### config.mk
export PLATFORM = sky130hd
export DESIGN_NAME = unsigned_calc_solver_v
export DESIGN_NICKNAME = d
export VERILOG_FILES = /design/src/rtl/unsigned_calc_pkg.sv /design/src/rtl/unsigned_calc_step_v.sv /design/src/rtl/unsigned_calc_solver_v.sv
export SDC_FILE = /design/constraint.sdc
export NUM_CORES = 1
export LEC_CHECK = 0
export ABC_CLOCK_PERIOD_IN_PS = 1650
export CORE_MARGIN = 4
export CORE_UTILIZATION = 30
export CTS_CLUSTER_SIZE = 30
export DETAILED_ROUTE_END_ITERATION = 8
export PLACE_DENSITY_LB_ADDON = 0.1
export SLEW_MARGIN = 5
export SYNTH_ARGS = -nofsm -noshare
export SYNTH_HDL_FRONTEND = slang
export SYNTH_SLANG_ARGS = --single-unit
### constraint.sdc
create_clock -name i_clk -period 1.65 [get_ports i_clk]
set_input_delay 0.2475 -clock i_clk [delete_from_list [all_inputs] [get_ports i_clk]]
set_output_delay 0.2475 -clock i_clk [all_outputs]
set_load 0.05 [all_outputs]
### src/rtl/unsigned_calc_pkg.sv
// Shared constants for the 7a-3b+6c calculator and its solver.
// Operand/result widths, coefficients, walk deltas, FSM codes.
package unsigned_calc_pkg;

    localparam int W_OP  = 4;
    localparam int W_RES = 9;

    localparam int K_A = 7;
    localparam int K_B = 3;
    localparam int K_C = 6;

    // Accumulator deltas (mod 512) for each odometer step
    localparam logic [W_RES-1:0] D_C = 9'd6;
    localparam logic [W_RES-1:0] D_B = 9'd419;
    localparam logic [W_RES-1:0] D_A = 9'd474;

    localparam logic [0:0] ST_IDLE   = 1'b0;
    localparam logic [0:0] ST_SEARCH = 1'b1;

endpackage

### src/rtl/unsigned_calc_step_v.sv
// Candidate walker: advances {a,b,c} by one and keeps
// acc = 7a-3b+6c (mod 512) without multipliers.
module unsigned_calc_step_v
    import unsigned_calc_pkg::*;
(
    input  logic [W_OP-1:0]  a_i,
    input  logic [W_OP-1:0]  b_i,
    input  logic [W_OP-1:0]  c_i,
    input  logic [W_RES-1:0] acc_i,
    output logic [W_OP-1:0]  a_o,
    output logic [W_OP-1:0]  b_o,
    output logic [W_OP-1:0]  c_o,
    output logic [W_RES-1:0] acc_o,
    output logic             last_o
);

    // Odometer increment with c least significant
    always_comb begin
        a_o    = a_i;
        b_o    = b_i;
        c_o    = c_i;
        acc_o  = acc_i;
        last_o = &{a_i, b_i, c_i};
        if (c_i != '1) begin
            c_o   = c_i + 1'b1;
            acc_o = acc_i + D_C;
        end else if (b_i != '1) begin
            c_o   = '0;
            b_o   = b_i + 1'b1;
            acc_o = acc_i + D_B;
        end else begin
            c_o   = '0;
            b_o   = '0;
            a_o   = a_i + 1'b1;
            acc_o = acc_i + D_A;
        end
    end

endmodule

### src/rtl/unsigned_calc_solver_v.sv
// Inverse of the 7a-3b+6c calculator: walks all 4096 operand
// triples in order and returns the first one hitting the target.
module unsigned_calc_solver_v
    import unsigned_calc_pkg::*;
(
    input  logic             i_clk,
    input  logic             i_rst,
    input  logic             i_start,
    input  logic [W_RES-1:0] i_fu,
    output logic             o_busy,
    output logic             o_done,
    output logic             o_found,
    output logic [W_OP-1:0]  o_au,
    output logic [W_OP-1:0]  o_bu,
    output logic [W_OP-1:0]  o_cu
);

    logic [0:0]       state_q, state_d;
    logic [W_RES-1:0] tgt_q, tgt_d;
    logic [W_RES-1:0] acc_q, acc_d;
    logic [W_OP-1:0]  a_q, a_d, b_q, b_d, c_q, c_d;
    logic             busy_q, busy_d;
    logic             done_q, done_d;
    logic             found_q, found_d;
    logic [W_OP-1:0]  au_q, au_d, bu_q, bu_d, cu_q, cu_d;

    logic [W_OP-1:0]  a_nx, b_nx, c_nx;
    logic [W_RES-1:0] acc_nx;
    logic             last;

    unsigned_calc_step_v u_step (
        .a_i    (a_q),
        .b_i    (b_q),
        .c_i    (c_q),
        .acc_i  (acc_q),
        .a_o    (a_nx),
        .b_o    (b_nx),
        .c_o    (c_nx),
        .acc_o  (acc_nx),
        .last_o (last)
    );

    // Next-state: accept, test one candidate per cycle, finish
    always_comb begin
        state_d = state_q;
        tgt_d   = tgt_q;
        acc_d   = acc_q;
        a_d     = a_q;
        b_d     = b_q;
        c_d     = c_q;
        busy_d  = busy_q;
        done_d  = 1'b0;
        found_d = found_q;
        au_d    = au_q;
        bu_d    = bu_q;
        cu_d    = cu_q;
        case (state_q)
            ST_IDLE: begin
                if (i_start) begin
                    state_d = ST_SEARCH;
                    tgt_d   = i_fu;
                    acc_d   = '0;
                    a_d     = '0;
                    b_d     = '0;
                    c_d     = '0;
                    busy_d  = 1'b1;
                    found_d = 1'b0;
                    au_d    = '0;
                    bu_d    = '0;
                    cu_d    = '0;
                end
            end
            ST_SEARCH: begin
                if (acc_q == tgt_q) begin
                    state_d = ST_IDLE;
                    busy_d  = 1'b0;
                    done_d  = 1'b1;
                    found_d = 1'b1;
                    au_d    = a_q;
                    bu_d    = b_q;
                    cu_d    = c_q;
                end else if (last) begin
                    state_d = ST_IDLE;
                    busy_d  = 1'b0;
                    done_d  = 1'b1;
                    found_d = 1'b0;
                    au_d    = '0;
                    bu_d    = '0;
                    cu_d    = '0;
                end else begin
                    a_d   = a_nx;
                    b_d   = b_nx;
                    c_d   = c_nx;
                    acc_d = acc_nx;
                end
            end
            default: state_d = ST_IDLE;
        endcase
    end

    // State and output registers, synchronous reset
    always_ff @(posedge i_clk) begin
        if (i_rst) begin
            state_q <= ST_IDLE;
            tgt_q   <= '0;
            acc_q   <= '0;
            a_q     <= '0;
            b_q     <= '0;
            c_q     <= '0;
            busy_q  <= 1'b0;
            done_q  <= 1'b0;
            found_q <= 1'b0;
            au_q    <= '0;
            bu_q    <= '0;
            cu_q    <= '0;
        end else begin
            state_q <= state_d;
            tgt_q   <= tgt_d;
            acc_q   <= acc_d;
            a_q     <= a_d;
            b_q     <= b_d;
            c_q     <= c_d;
            busy_q  <= busy_d;
            done_q  <= done_d;
            found_q <= found_d;
            au_q    <= au_d;
            bu_q    <= bu_d;
            cu_q    <= cu_d;
        end
    end

    assign o_busy  = busy_q;
    assign o_done  = done_q;
    assign o_found = found_q;
    assign o_au    = au_q;
    assign o_bu    = bu_q;
    assign o_cu    = cu_q;

endmodule

==> impl_metrics.tcl <==
set metrics [dict create \
    design.core.area_um2 7690 \
    yosysUniqueCellTypes 49 \
    netlist_area_um2 2350 \
    drc_errors 0 \
    combPwrFrac_pct 26.0 \
    gr-total-overflow 0 \
    p_sw_uw 776 \
    fin_ws_ns -0.120 \
    via_count 2381 \
    final_nets 397 \
    cp.required_ns 1.83 \
    clock_latency_ns 0.29 \
    fin_setup_tns_ns -2.83 \
    synth_edf_count 0 \
    intPower_uw 1790 \
    globalplace.congestion 0.812 \
    grt_max_degree 23 \
    h-tree-depth 2 \
    hp-class "register to register" \
    async_reset_ff_share_pct 0 \
    routedWlPerCell_um 15.1 \
    ys_warn_count 0 \
    vias_per_cell 4.95 \
    drt_wl_total_um 7280 \
    grtUsageTotal_pct 16.6 \
    clock_sinks 46 \
    ys_seq_area_share_pct 39.1 \
    syn-num-nets 302 \
    violations "setup timing" \
    placementRows 32 \
    rsz0062_at_grt "yes" \
    crit-reg2reg-launch "acc_q[5]" \
    r2r-end "o_cu[1]" \
    fin_area_um2 3620 \
    io_buffers 26 \
    outcome "finished with violations" \
    layout_commonest_cell "buf_4" \
    num_io_pins 27 \
    num_antenna_cells 0 \
    fillCellCount 780 \
    start_util_pct 30.6 \
    cts-root-buf "clkbuf_8" \
    synthCells 283 \
    die_y_um 96.6 \
    clockBufferDepth 2 \
    wl_met1_um 3470 \
    syn_area_per_cell_um2 8.31 \
    ant_nets 0 \
    utilization_pct 47.1 \
    grt_pass1_wl_um 11900 \
    cts_hold_buf 0 \
    synth_ff_type "dfxtp_1" \
    relSlewSlack_pct 76.6 \
    numCtsBuffers 5 \
    antenna_found_initial 0 \
    hold_depth 2 \
    p_total_uw 2570 \
    worst-path-max-fanout 6 \
    path_clk_slew_ns 0.08 \
    crit_path_start_kind "register" \
    cts_tree "yes" \
    hold_violations 0 \
    syn_to_final_growth_pct 54.0 \
    grt_pass1_vias 2358 \
    layout-drive-gt1-share_pct 44.3 \
    cp-end-kind "register" \
    ys_seq_elements 46 \
    finClkSkew_ns 0.00502 \
    max-vdd-ir-drop_v 0.000355 \
    hold_path_end "tgt_q[3]" \
    dp_hpwl_um 5140 \
    swShare_pct 30.2 \
    place_area_um2 3150 \
    hold_start "tgt_q[3]" \
    slew_violations 0 \
    layout.area.seq_um2 933 \
    drt-initial-drc-count 128 \
    dieArea_um2 9320 \
    wl_met3_um 261 \
    multi_input_area_um2 1590 \
    p_clk_share_pct 28.1 \
    worst_pin_slew_ns 0.350 \
    reg2reg_depth 7 \
    max_freq_mhz 565 \
    finalSetupViolations 33 \
    r2r_setup_slack_ns -0.12 \
    max_cap_violations 0 \
    die_x_um 96.6 \
    post-route-min-period_ns 1.77 \
    path_class "register to register" \
    top_layer "met4" \
    worstPathArrival_ns 1.95 \
    p_per_area_nw_per_um2 709 \
    first_pass_iters 4 \
    finalCritPeriodShare_pct 107 \
    pre_cts_ws_ns -0.159 \
    route.met2.wl_um 3450 \
    layout_common_cells "buf_4 (89), dfxtp_1 (38), nor2_1 (36)" \
    p_seq_share_pct 45.9 \
    p_leak_uw 0.00146 \
]
## Yosys cell counts, types with 7 or more instances
library cell	instances	area, um2
a21oi_1	27	135
a22oi_1	13	97.6
buf_6	7	78.8
clkbuf_1	7	26.3
dfxtp_1	46	921
ha_1	7	87.6
nand2_1	29	109
nand3_1	13	65.1
nor2_1	38	143
nor3_1	10	50.1
o21ai_0	8	40.0
xor2_1	13	114
## worst max-delay path by stage
stage	startpoint	to	cells after the start
floorplan	c_q[1]	acc_q[5]	8
global placement	acc_q[0]	acc_q[6]	9
detailed placement	acc_q[1]	acc_q[7]	8
CTS	acc_q[0]	a_q[0]	5
global route	acc_q[5]	o_bu[0]	7
finish	acc_q[5]	o_cu[1]	7
## sequential cells by signal, indices dropped and copies added, names as in the netlist, 4 cells and up
name and cells:
acc_q 9, tgt_q 9, a_q 4, b_q 4, c_q 4, o_au 4, o_bu 4, o_cu 4
## power groups by stage
stage,sequential [uW],clock (uW),combinational [uW]
after detailed placement,1200,0,532
after global placement,1200,0,531
after floorplan,1230,0,297
final,1180,721,668
after global routing,1190,805,723
after CTS,1180,754,615
## layout make-up
class / instances / share of cell area, %
inverter: 4 / 0.484
multi-input combinational: 215 / 44.0
sequential: 46 / 25.8
clock buffer: 7 / 2.38
timing repair buffer: 106 / 23.7
clock inverter: 1 / 0.138
tap: 102 / 3.52
## cells by family (layout without fill, tap and decap cells)
family,Yosys count,count (layout),synth area share [%]
AO/OA/AOI/OAI,70,70,18.8
XOR/XNOR,18,18,6.70
adder cells (fa/ha/maj),7,7,3.72
buffers and inverters,24,118,6.86
flip-flops,46,46,39.1
multiplexers,1,1,0.479
AND/OR/NAND/NOR,117,119,24.3
## timing repair
item,CTS,global route
endpoints found under the setup margin,31,36
setup buffers,5,5
resized for setup,45,23
pin swaps,13,14
gates cloned,2,0
## per-stage QoR
| stage | std cells | hold slack (ns) |
|---|---|---|
| after floorplan | 283 | 0.383 |
| after global placement | 461 | 0.461 |
| after detailed placement | 461 | 0.462 |
| after CTS | 476 | 0.474 |
| after global routing | 481 | 0.479 |
| final | 481 | 0.471 |
## per-layer routing
layer  up-vias  global-route usage [%]
li1       1194                       -
met1      1147                    22.4
met2        32                    26.4
met3         8                    4.03
met4         0                    4.44
met5         -                       0
## critical path, cell delays in order, from the launching register on
cell and delay (ns):
dfxtp_4 0.37, xor2_2 0.19, nor4_4 0.35, and4_4 0.39
nor3_4 0.06, buf_6 0.14, a22oi_2 0.11, nor2_1 0.05
(Power assumes the default switching activity.)
